==> config.mk <==
export PLATFORM = sky130hd
export DESIGN_NAME = xgmii64_to_gmii8
export DESIGN_NICKNAME = d
export VERILOG_FILES = /design/src/rtl/xgmii_pkg.sv /design/src/rtl/xgmii_lane_decode.sv /design/src/rtl/xgmii64_to_gmii8.sv
export SDC_FILE = /design/constraint.sdc
export NUM_CORES = 1
export LEC_CHECK = 0
export CAP_MARGIN = 20
export CORE_MARGIN = 2
export CORE_UTILIZATION = 44
export DETAILED_ROUTE_END_ITERATION = 16
export GPL_TIMING_DRIVEN = 0
export PLACE_DENSITY_LB_ADDON = 0.05
export SKIP_CTS_REPAIR_TIMING = 1
export SLEW_MARGIN = 0
export SYNTH_ARGS = -nofsm -noshare
export SYNTH_HDL_FRONTEND = slang
export SYNTH_SLANG_ARGS = --single-unit
==> constraint.sdc <==
create_clock -name xgmii_clk -period 4 [get_ports xgmii_clk]
set_input_delay 0.8 -clock xgmii_clk [delete_from_list [all_inputs] [get_ports xgmii_clk]]
set_output_delay 0.8 -clock xgmii_clk [all_outputs]
set_load 0.02 [all_outputs]
==> src/rtl/xgmii_pkg.sv <==
// Shared XGMII/GMII control-character constants, lane-decode state and the
// 72-bit XGMII word type used by the packer and the unpacker.
package xgmii_pkg;

  localparam logic [7:0] XGMII_IDLE    = 8'h07;
  localparam logic [7:0] XGMII_START   = 8'hFB;
  localparam logic [7:0] XGMII_TERM    = 8'hFD;
  localparam logic [7:0] XGMII_ERROR   = 8'hFE;
  localparam logic [7:0] GMII_PREAMBLE = 8'h55;

  typedef enum logic [1:0] {
    IDLE = 2'd0,
    DATA = 2'd1,
    ERR  = 2'd2
  } state_e;

  typedef struct packed {
    logic [7:0]  c;
    logic [63:0] d;
  } xgmii_word_t;

endpackage

==> src/rtl/xgmii_lane_decode.sv <==
// Combinational per-byte XGMII-to-GMII decode: maps (state, c, d) to the GMII
// byte, next frame state and end-of-frame events; no latency, no flow control.
module xgmii_lane_decode
  import xgmii_pkg::*;
(
  input  state_e     state,
  input  logic       c,
  input  logic [7:0] d,
  output logic       en,
  output logic       er,
  output logic [7:0] dat,
  output state_e     state_nxt,
  output logic       frame_done,
  output logic       err_done
);

  always_comb begin
    en         = 1'b0;
    er         = 1'b0;
    dat        = 8'h00;
    state_nxt  = state;
    frame_done = 1'b0;
    err_done   = 1'b0;
    case (state)
      IDLE: begin
        // /S/ occupies the SFD-less first preamble octet on GMII.
        if (c && d == XGMII_START) begin
          en        = 1'b1;
          dat       = GMII_PREAMBLE;
          state_nxt = DATA;
        end
      end
      DATA: begin
        if (!c) begin
          en  = 1'b1;
          dat = d;
        end else if (d == XGMII_TERM) begin
          frame_done = 1'b1;
          state_nxt  = IDLE;
        end else begin
          en        = 1'b1;
          er        = 1'b1;
          dat       = d;
          state_nxt = ERR;
        end
      end
      ERR: begin
        if (c && d == XGMII_TERM) begin
          err_done  = 1'b1;
          state_nxt = IDLE;
        end else begin
          en  = 1'b1;
          er  = 1'b1;
          dat = d;
        end
      end
      default: state_nxt = IDLE;
    endcase
  end

endmodule

==> src/rtl/xgmii64_to_gmii8.sv <==
// 64-bit XGMII word stream to 8-bit GMII bytes, lane 0 first, one word per 8 cycles.
// Lane 0 is registered onto GMII one cycle after the word is held; in_ready stalls while lanes 0-6 drain.
module xgmii64_to_gmii8
  import xgmii_pkg::*;
#(
  parameter int CNT_W = 16
) (
  input  logic             xgmii_clk,
  input  logic             sys_rst_n,
  input  logic             in_valid,
  output logic             in_ready,
  input  logic [7:0]       in_c,
  input  logic [63:0]      in_d,
  output logic             gmii_en,
  output logic             gmii_er,
  output logic [7:0]       gmii_d,
  output logic [CNT_W-1:0] frame_cnt,
  output logic [CNT_W-1:0] err_cnt
);

  xgmii_word_t      hold_q, hold_d;
  logic             loaded_q, loaded_d;
  logic [2:0]       lane_q, lane_d;
  state_e           state_q, state_d;
  logic             in_ready_q, in_ready_d;
  logic             gmii_en_q, gmii_en_d;
  logic             gmii_er_q, gmii_er_d;
  logic [7:0]       gmii_d_q, gmii_d_d;
  logic [CNT_W-1:0] frame_cnt_q, frame_cnt_d;
  logic [CNT_W-1:0] err_cnt_q, err_cnt_d;

  logic       accept;
  logic       cur_c;
  logic [7:0] cur_d;
  logic       dec_en, dec_er, dec_frame_done, dec_err_done;
  logic [7:0] dec_dat;
  state_e     dec_state_nxt;

  assign cur_c = hold_q.c[lane_q];
  assign cur_d = hold_q.d[{lane_q, 3'b000} +: 8];

  xgmii_lane_decode u_decode (
    .state      (state_q),
    .c          (cur_c),
    .d          (cur_d),
    .en         (dec_en),
    .er         (dec_er),
    .dat        (dec_dat),
    .state_nxt  (dec_state_nxt),
    .frame_done (dec_frame_done),
    .err_done   (dec_err_done)
  );

  always_comb begin
    accept      = in_valid && in_ready_q;
    hold_d      = hold_q;
    loaded_d    = loaded_q;
    lane_d      = lane_q;
    state_d     = state_q;
    gmii_en_d   = 1'b0;
    gmii_er_d   = 1'b0;
    gmii_d_d    = 8'h00;
    frame_cnt_d = frame_cnt_q;
    err_cnt_d   = err_cnt_q;

    if (loaded_q) begin
      gmii_en_d = dec_en;
      gmii_er_d = dec_er;
      gmii_d_d  = dec_dat;
      state_d   = dec_state_nxt;
      lane_d    = lane_q + 3'd1;
      if (lane_q == 3'd7) loaded_d = 1'b0;
      if (dec_frame_done && frame_cnt_q != '1) frame_cnt_d = frame_cnt_q + CNT_W'(1);
      if (dec_err_done && err_cnt_q != '1) err_cnt_d = err_cnt_q + CNT_W'(1);
    end else if (state_q != IDLE) begin
      // Starved mid-frame: the frame can no longer be delivered intact.
      gmii_en_d = 1'b1;
      gmii_er_d = 1'b1;
      state_d   = ERR;
    end

    if (accept) begin
      hold_d.c = in_c;
      hold_d.d = in_d;
      lane_d   = 3'd0;
      loaded_d = 1'b1;
    end

    in_ready_d = !loaded_d || (lane_d == 3'd7);
  end

  always_ff @(posedge xgmii_clk or negedge sys_rst_n) begin
    if (!sys_rst_n) begin
      hold_q      <= '0;
      loaded_q    <= 1'b0;
      lane_q      <= 3'd0;
      state_q     <= IDLE;
      in_ready_q  <= 1'b0;
      gmii_en_q   <= 1'b0;
      gmii_er_q   <= 1'b0;
      gmii_d_q    <= 8'h00;
      frame_cnt_q <= '0;
      err_cnt_q   <= '0;
    end else begin
      hold_q      <= hold_d;
      loaded_q    <= loaded_d;
      lane_q      <= lane_d;
      state_q     <= state_d;
      in_ready_q  <= in_ready_d;
      gmii_en_q   <= gmii_en_d;
      gmii_er_q   <= gmii_er_d;
      gmii_d_q    <= gmii_d_d;
      frame_cnt_q <= frame_cnt_d;
      err_cnt_q   <= err_cnt_d;
    end
  end

  assign in_ready  = in_ready_q;
  assign gmii_en   = gmii_en_q;
  assign gmii_er   = gmii_er_q;
  assign gmii_d    = gmii_d_q;
  assign frame_cnt = frame_cnt_q;
  assign err_cnt   = err_cnt_q;

endmodule
==> metrics.yaml <==
sta:
  worstMarginPinSlew_ns: 0.745
  min_period_ns: 3.56
  period_share_pct: 89.1
  drv_slew: 0
  max_freq_ghz: 0.281
  rsz0062_at_grt: "false"
  finalHoldViolations: 0
  setup_viol: 0
  fin_tns_setup_ns: 0
  fin_worst_skew_ns: 0.00760
  slew_headroom_pct: 50.3
yosys:
  yosysSeqAreaShare_pct: 54.7
  synth_top_area_cell: "dfrtp_1"
  synth_seq_cells: 121
  synth_area_mm2: 0.00553
  async_reset_ff_share_pct: 100
  synth_edf_count: 0
  yosysTopAreaCellShare_pct: 54.7
  yosysWarnings: 0
  syn-instance-count: 396
  syn_nets: 480
  netlist_top_cells_area: "dfrtp_1 55%, mux2_2 15%, mux4_2 4.1%"
  synth_cell_types: 46
  synth_flop_cell: "dfrtp_1"
  syn_avg_cell_area_um2: 14.0
final_layout:
  diodes: 0
  final_layout_size_suffix_gt1_share_pct: 23.3
  mostFrequentLayoutCells: "121 x dfrtp_1, 116 x clkdlybuf4s50_1, 74 x mux2_2, 21 x nor2_1, 18 x xnor2_1"
  area_growth_pct: 35.3
  final_nets: 617
  final_common_cell: "dfrtp_1"
  stdcell_area_mm2: 0.00749
  postLayoutCoreUtil_pct: 61.6
detailed_routing:
  dr.pass1.iters: 4
  drt_iter0_markers: 151
  viasPerCell: 5.11
  drt-total-wl_um: 12000
  drc: 0
  route.vias.total: 3641
  postRouteAntennaNets: 0
  wl_per_cell_um: 16.8
worst_setup_path:
  worstSetupPathType: "register to register"
  timing.rr.end: "gmii_en"
  cp-end-kind: "register"
  r2r_start: "lane_q[0]"
  cp.arrival_ns: 3.83
  r2r_cells: 10
  required_ns: 4.27
  crit_path_max_fanout: 10
  ff2ff_setup_slack_ns: 0.44
  worstSetupStartpointType: "register"
  crit_path_start: "lane_q[0]"
pwr:
  power_frac_clock_pct: 27.8
  pwr-share-comb_pct: 35.0
  power.switching_mw: 1.50
  internal_power_mw: 3.57
  p_leak_nw: 3.19
  vdd_ir_drop_max_v: 0.000377
  p_seq_share_pct: 37.2
  p_sw_share_pct: 29.5
  p_per_area_mw_per_mm2: 677
cts:
  clk_pin_slew_ns: 0.05
  h-tree-depth: 4
  cts_buffers: 17
  clock-sinks: 121
  cts_root_buffer: "clkbuf_16"
  clock_latency_ns: 0.41
  max-clock-path-buffers: 2
  cts_tree: "done"
die:
  core_area_mm2: 0.0122
  rows: 40
  start_util_pct: 45.5
  die_x_um: 116
  die_area_mm2: 0.0135
  io_pins: 118
  fp.dieH_um: 116
grt:
  track_usage_pct: 19.4
  grt_max_degree: 64
  grt_pass1_vias: 3805
  antenna_found_initial: 0
  grt_overflow: 0
  grt_pass1_wl_um: 19300
run:
  max_cap_violations: 0
min_path:
  hold_class: "input port to asynchronous set/reset pin"
placed_design:
  place_congestion: 0.801
  dpl-instance-area_mm2: 0.00694
  dpl.hpwl_um: 8600
  numPortBuffers: 117
outcome:
  outcome: "complete, no violations"
==> critical path, cell delays in order (launching register included) <==
cell and delay (ns):
dfrtp_1 0.37, buf_6 0.18, buf_6 0.21, mux4_2 0.51, and2_1 0.18, nor2_1 0.25, or4b_1 0.49, buf_6 0.16
o21ai_0 0.52, o31a_1 0.38, o21ai_0 0.15
==> worst max path at each step <==
| stage | to | depth (start not counted) |
|---|---|---|
| after floorplan | err_cnt[7] | 10 |
| after global placement | hold_q[63] | 1 |
| after detailed placement | gmii_en | 10 |
| after CTS | gmii_en | 10 |
| after global routing | gmii_en | 10 |
| final | gmii_en | 10 |
==> cell type report <==
type	instances	area (um2)
inverters	11	41.3
plain buffers	18	103
multi-input cells	246	2360
repair buffers	118	1200
fillers	970	4670
clock buffers	29	510
clock inverters	2	35.0
well taps	168	210
flip-flops and latches	121	3030
==> synth_stat cells (all sizes together) (4+ instances only) <==
library cell	count
nor3	9
mux2	74
dfrtp	121
buf	13
mux4	18
and3	4
nor2	22
nand2	15
ha	9
inv	11
mux2i	11
clkbuf	5
xor2	13
nor4	4
xnor2	18
nand3	13
and4	4
==> kinds of logic (layout without fill, tap and decap cells) <==
logic type	Yosys count	after routing	synth area share [%]
compound gates	15	15	1.88
xor+xnor	31	31	4.91
fa+ha+maj	9	9	2.04
buf+inv	29	178	2.60
flops	121	121	54.7
mux	103	103	24.9
simple gates	88	88	8.93
==> flip-flops by register name, summed over array words and instances (netlist names) <==
signal and flops:
state_q 2, frame_cnt 16, gmii_er 1, hold_q 72
gmii_en 1, lane_q 3, in_ready 1, gmii_d 8
loaded_q 1, err_cnt 16
==> metrics by stage <==
| step | power (mW) | worst slack (ns) | instances | hold WS, ns |
|---|---|---|---|---|
| global route | 5.41 | 0.155 | 713 | 0.386 |
| detailed placement | 3.71 | 0.444 | 682 | 0.480 |
| global placement | 3.65 | -2.65 | 681 | 0.470 |
| CTS | 5.14 | 0.418 | 713 | 0.373 |
| finish | 5.07 | 0.437 | 713 | 0.351 |
| floorplan | 3.15 | 1.04 | 396 | 0.472 |
==> per-layer routing <==
layer | global-route usage (%) | share of wire (%)
met3 | 7.01 | 5.8
met2 | 32.2 | 50
met1 | 23.7 | 43
met4 | 6.59 | 1.2
met5 | 0 | 0
==> power by group through the flow <==
stage / clock network [mW] / logic (mW) / registers (mW)
6_report: 1.41 / 1.77 / 1.88
3_3_place_gp: 0 / 1.76 / 1.89
4_1_cts: 1.44 / 1.81 / 1.89
5_1_grt: 1.50 / 1.96 / 1.94
3_5_place_dp: 0 / 1.80 / 1.91
2_1_floorplan: 0 / 1.28 / 1.87
(Power assumes the default switching activity.)
